===== config.mk =====
export PLATFORM = sky130hd
export DESIGN_NAME = int_ctrl
export DESIGN_NICKNAME = d
export VERILOG_FILES = /design/src/rtl/int_ctrl_pkg.sv /design/src/rtl/int_prio_enc.sv /design/src/rtl/int_ctrl.sv
export SDC_FILE = /design/constraint.sdc
export NUM_CORES = 1
export LEC_CHECK = 0
export ABC_AREA = 1
export CORE_ASPECT_RATIO = 1.25
export CORE_MARGIN = 2
export CORE_UTILIZATION = 30
export CTS_CLUSTER_SIZE = 30
export DETAILED_ROUTE_END_ITERATION = 8
export GPL_ROUTABILITY_DRIVEN = 0
export HOLD_SLACK_MARGIN = 0.06
export PLACE_DENSITY = 0.87
export SLEW_MARGIN = 20
export SYNTH_ARGS = -nofsm -noshare
export SYNTH_HDL_FRONTEND = slang
export SYNTH_SLANG_ARGS = --single-unit

===== constraint.sdc =====
create_clock -name clk -period 3.66 [get_ports clk]
set_clock_uncertainty 0.1 [all_clocks]
set_input_delay 0.732 -clock clk [delete_from_list [all_inputs] [get_ports clk]]
set_output_delay 0.732 -clock clk [all_outputs]
set_load 0.005 [all_outputs]

===== src/rtl/int_ctrl_pkg.sv =====
// int_ctrl_pkg: register offsets, FSM states and source indices for int_ctrl
package int_ctrl_pkg;
  localparam int N_SRC_DEF = 3;
  localparam int SRC_TC0 = 0;
  localparam int SRC_TC1 = 1;
  localparam int SRC_EXT = 2;
  localparam logic [2:0] REG_CTRL   = 3'd0;
  localparam logic [2:0] REG_MASK   = 3'd1;
  localparam logic [2:0] REG_TRIG   = 3'd2;
  localparam logic [2:0] REG_PEND   = 3'd3;
  localparam logic [2:0] REG_CLAIM  = 3'd4;
  localparam logic [2:0] REG_STATUS = 3'd5;
  typedef enum logic [1:0] {IDLE = 2'd0, WAIT = 2'd1, SERVICE = 2'd2} state_t;
endpackage


===== src/rtl/int_prio_enc.sv =====
// int_prio_enc: lowest-index-wins priority encoder returning index+1, 0 when nothing requests
module int_prio_enc #(
  parameter int N = 3,
  parameter int IDW = 2
) (
  input  logic [N-1:0]   req,
  output logic [IDW-1:0] id
);
  always_comb begin
    id = '0;
    for (int i = N - 1; i >= 0; i--)
      if (req[i]) id = IDW'(i + 1);
  end
endmodule


===== src/rtl/int_ctrl.sv =====
// int_ctrl: interrupt controller with pend latching, masking, priority and claim/complete handshake
module int_ctrl
  import int_ctrl_pkg::*;
#(
  parameter int N_SRC = N_SRC_DEF
) (
  input  logic             clk,
  input  logic             reset,
  input  logic [31:2]      Addr,
  input  logic             WE,
  input  logic             RE,
  input  logic [31:0]      Din,
  output logic [31:0]      Dout,
  input  logic [N_SRC-1:0] src,
  output logic             IRQ
);
  localparam int IDW = $clog2(N_SRC + 1);
  logic             ge;
  logic [N_SRC-1:0] mask, trig, pend, src_d, pend_n, pend_clr, eligible, win_oh;
  logic [IDW-1:0]   id, active_id;
  logic [2:0]       ra;
  logic             claim_rd, complete, unused_bits;
  state_t           state, state_n;
  assign ra = Addr[4:2];
  assign unused_bits = ^{Addr[31:5], Din[31:8]};
  assign eligible = pend & mask & {N_SRC{ge}};
  assign win_oh = eligible & (~eligible + N_SRC'(1));
  int_prio_enc #(.N(N_SRC), .IDW(IDW)) u_enc (.req(eligible), .id(id));
  // a read that coincides with a write is a plain read with no claim side effect
  assign claim_rd = RE && !WE && ra == REG_CLAIM && state == WAIT && |eligible;
  assign complete = WE && ra == REG_CLAIM && state == SERVICE && Din[7:0] == 8'(active_id);
  assign pend_clr = ((WE && ra == REG_PEND) ? Din[N_SRC-1:0] : '0) | (claim_rd ? win_oh : '0);
  // edge bits: a new edge beats any clear in the same cycle; level bits follow src
  assign pend_n = (trig & ((pend & ~pend_clr) | (src & ~src_d))) | (~trig & src);
  assign IRQ = state == WAIT;
  always_comb begin
    state_n = state;
    state_n = state == IDLE ? (|eligible ? WAIT : IDLE)
            : state == WAIT ? (!(|eligible) ? IDLE : claim_rd ? SERVICE : WAIT)
            : (complete ? IDLE : SERVICE);
  end
  always_comb begin
    Dout = '0;
    case (ra)
      REG_CTRL:   Dout = 32'(ge);
      REG_MASK:   Dout = 32'(mask);
      REG_TRIG:   Dout = 32'(trig);
      REG_PEND:   Dout = 32'(pend);
      REG_CLAIM:  Dout = state == WAIT ? 32'(id) : '0;
      REG_STATUS: Dout = (32'(active_id) << 8) | 32'(state);
      default:    Dout = '0;
    endcase
  end
  always_ff @(posedge clk or posedge reset)
    if (reset) state <= IDLE;
    else state <= state_n;
  always_ff @(posedge clk or posedge reset)
    if (reset) begin
      ge        <= 1'b0;
      mask      <= '0;
      trig      <= '0;
      pend      <= '0;
      src_d     <= '0;
      active_id <= '0;
    end else begin
      src_d <= src;
      pend  <= pend_n;
      if (WE && ra == REG_CTRL) ge <= Din[0];
      if (WE && ra == REG_MASK) mask <= Din[N_SRC-1:0];
      if (WE && ra == REG_TRIG) trig <= Din[N_SRC-1:0];
      if (claim_rd) active_id <= id;
    end
endmodule


==> results.yml <==
worst_setup_path:
  endpoint_kind: "output pin"
  required_ns: 2.83
  slowest_stage: "clkdlybuf4s50_1"
  path_class: "input port to output pin"
  cpMostUsedCell: "clkdlybuf4s50_1"
  ff2ff_path_depth: 6
  cpPeakStageDelay_ns: 0.57
  crit_start: "Addr[2]"
  critPathMaxFanout: 8
  critPathLaunchType: "input port"
  regToRegEndpoint: "pend[2]"
  reg2reg_slack_ns: 2.30
  r2r-start: "ge"
  worstPathCellList: "clkdlybuf4s50_1, nor2_2, nand2_2, nor2_4, nand2_1, nand3b_1, clkdlybuf4s50_1"
  cp_data_arrival_time_ns: 2.40
cts:
  hold_buffers: 0
  cts_resized: 0
  cts.sinks: 17
  clockBufferDepth: 2
  clkTransAtPathRegs_ns: 0.07
  cts_setup_buffers: 0
  h-tree-depth: 1
  cts-buffers-inserted: 3
  clkLatencyLatePin_ns: 0.25
  cts_tree: "built"
  clockRootBuffer: "clkbuf_8"
cells_and_area:
  n_antenna_cell: 0
  drive_gt1_frac: 0.06091
  multi_input_area_um2: 580.6
  fin_cells: 251
  post-route-util: 0.3774
  stdcell_area_mm2: 0.001440
  fin_nets: 267
  fill_cells: 409
  regArea_um2: 425.4
  synthToLayoutAreaGrowth_pct: 18.78
sta:
  timing.final.crit_share: 0.8842
  fmax_mhz: 309.0
  final.min_clock_period_ns: 3.236
  drv_slew: 0
  relSlewSlack: 0.5746
  rsz0062_at_grt: "false"
  tightestPinTransition_ns: 0.6375
  hold_violations: 0
  finalSetupViolations: 0
  setup_tns_ns: 0
route:
  route.detailed.drc: 0
  vias: 1047
  drt_pass1_iterations: 4
  wl_per_cell_um: 9.873
  antenna_left: 0
  drt-initial-drc-count: 35
  viasPerCell: 4.171
  wirelength_um: 2478
power:
  max-vdd-ir-drop_v: 0.0001278
  leakage_nw: 0.7481
  power.total_uw: 494.8
  power.density_mw_per_mm2: 343.6
synth:
  synth_edf_count: 0
  synthDistinctLibCells: 19
  netlist_instances: 172
  postSynth.asyncResetShare: 1.000
  synth_area_per_cell_um2: 7.049
  syn-cell-area_mm2: 0.001212
  ys_ff_latch: 17
  yosys.area.top_type_share: 0.3509
  ys_top_cells_by_count: "nand2_1 (45), buf_4 (27), inv_1 (23)"
  yosys_warnings: 0
  synthFlopType: "dfrtp_1"
  synth.most_common_cell: "nand2_1"
  netlist_top_cells_area: "dfrtp_1 (35%), buf_4 (17%), nand2_1 (14%), inv_1 (7.1%), nand3_1 (5.8%)"
  synth_area_leader_cell: "dfrtp_1"
  seq_area_frac_synth: 0.3509
floorplanning:
  core-area_mm2: 0.003816
  io_pins: 102
  die_w_um: 60.86
  die-area_mm2: 0.004569
  fp.dieH_um: 75.08
  start_util: 0.3177
  rows: 25
placement:
  dp_cells: 247
  portBuffers: 23
  hpwl_um: 2026
  post_dp_cell_area_mm2: 0.001394
global_routing:
  grt_pass1_vias: 964
  grt_overflow: 0
  grt_usage: 0.1202
  antenna_found_initial: 0
  grt_pass1_wl_um: 4036
  grt_max_degree: 18
hold_path:
  hold-path-endpoint: "state[0]"
  worstHoldStart: "state[1]"
  hp-class: "flip-flop to flip-flop"
  whs_path_depth: 1
outcome:
  status: "completed"
flow_run:
  maxCapViolations: 0
worst max-delay path, delay by kind of cell:
| kind | cells | cell delay, ns |
|---|---|---|
| buf+inv | 2 | 1.08 |
| simple gates | 5 | 0.57 |
where the power goes:
part / internal, mW / switching (mW) / leakage [nW]
registers: 0.212 / 0.0267 / 0.203
clock network: 0.0756 / 0.0662 / 0.0255
logic: 0.0520 / 0.0624 / 0.520
placed cells by master (no fill, tap or decap):
cell type / n
nand2_2: 2
o21ai_1: 1
nand4_1: 4
clkinv_2: 1
clkbuf_8: 3
nand3b_1: 1
a21oi_1: 5
nor2_1: 13
conb_1: 27
nor2_4: 1
inv_1: 23
nor2_2: 2
nor3_1: 2
nand3_1: 14
inv_2: 1
nor3_4: 2
nand2_1: 45
clkdlybuf4s50_1: 23
o21ai_0: 10
dfrtp_1: 17
state kept, by name, summed over array words and instances, names as in the netlist:
signal,count
ge,1
state,2
trig,3
src_d,3
mask,3
pend,3
active_id,2
cells by family after synthesis:
group / after synthesis / share of synthesized area
compound gates: 16 / 0.06604
buf+inv: 52 / 0.2508
flops: 17 / 0.3509
other cells: 1 / 0.003093
simple gates: 86 / 0.3292
metal layers:
| metal | part of all wire | vias up | global-route usage |
|---|---|---|---|
| met3 | 0.087 | 6 | 0.02577 |
| met1 | 0.40 | 456 | 0.1421 |
| met5 | 0 | - | 0 |
| li1 | - | 534 | - |
| met2 | 0.49 | 51 | 0.1983 |
| met4 | 0.030 | 0 | 0.07005 |
metrics by stage:
| step | setup WS [ns] | hold slack (ns) |
|---|---|---|
| 2_1_floorplan | 1.545 | 0.3334 |
| 3_3_place_gp | 0.4573 | 0.3498 |
| 3_5_place_dp | 0.4155 | 0.3597 |
| 4_1_cts | 0.4132 | 0.3684 |
| 5_1_grt | 0.2773 | 0.3840 |
| 6_report | 0.4240 | 0.3709 |
cell type report:
type                    count  share of cell area
clock buffers               3             0.02867
clock inverters             1            0.003475
inverters                  24             0.06255
multi-input cells         129              0.4031
flip-flops and latches     17              0.2954
well taps                  54             0.04692
repair buffers             23              0.1599
how the worst max path moves through the flow:
stage	end	depth (start not counted)	slack, ns
floorplan	Dout[1]	6	1.54
global placement	Dout[1]	5	0.46
detailed placement	Dout[1]	5	0.42
CTS	Dout[1]	5	0.41
global route	Dout[1]	7	0.28
finish	Dout[1]	7	0.42
Note: power is estimated with default switching activity, not from simulation.
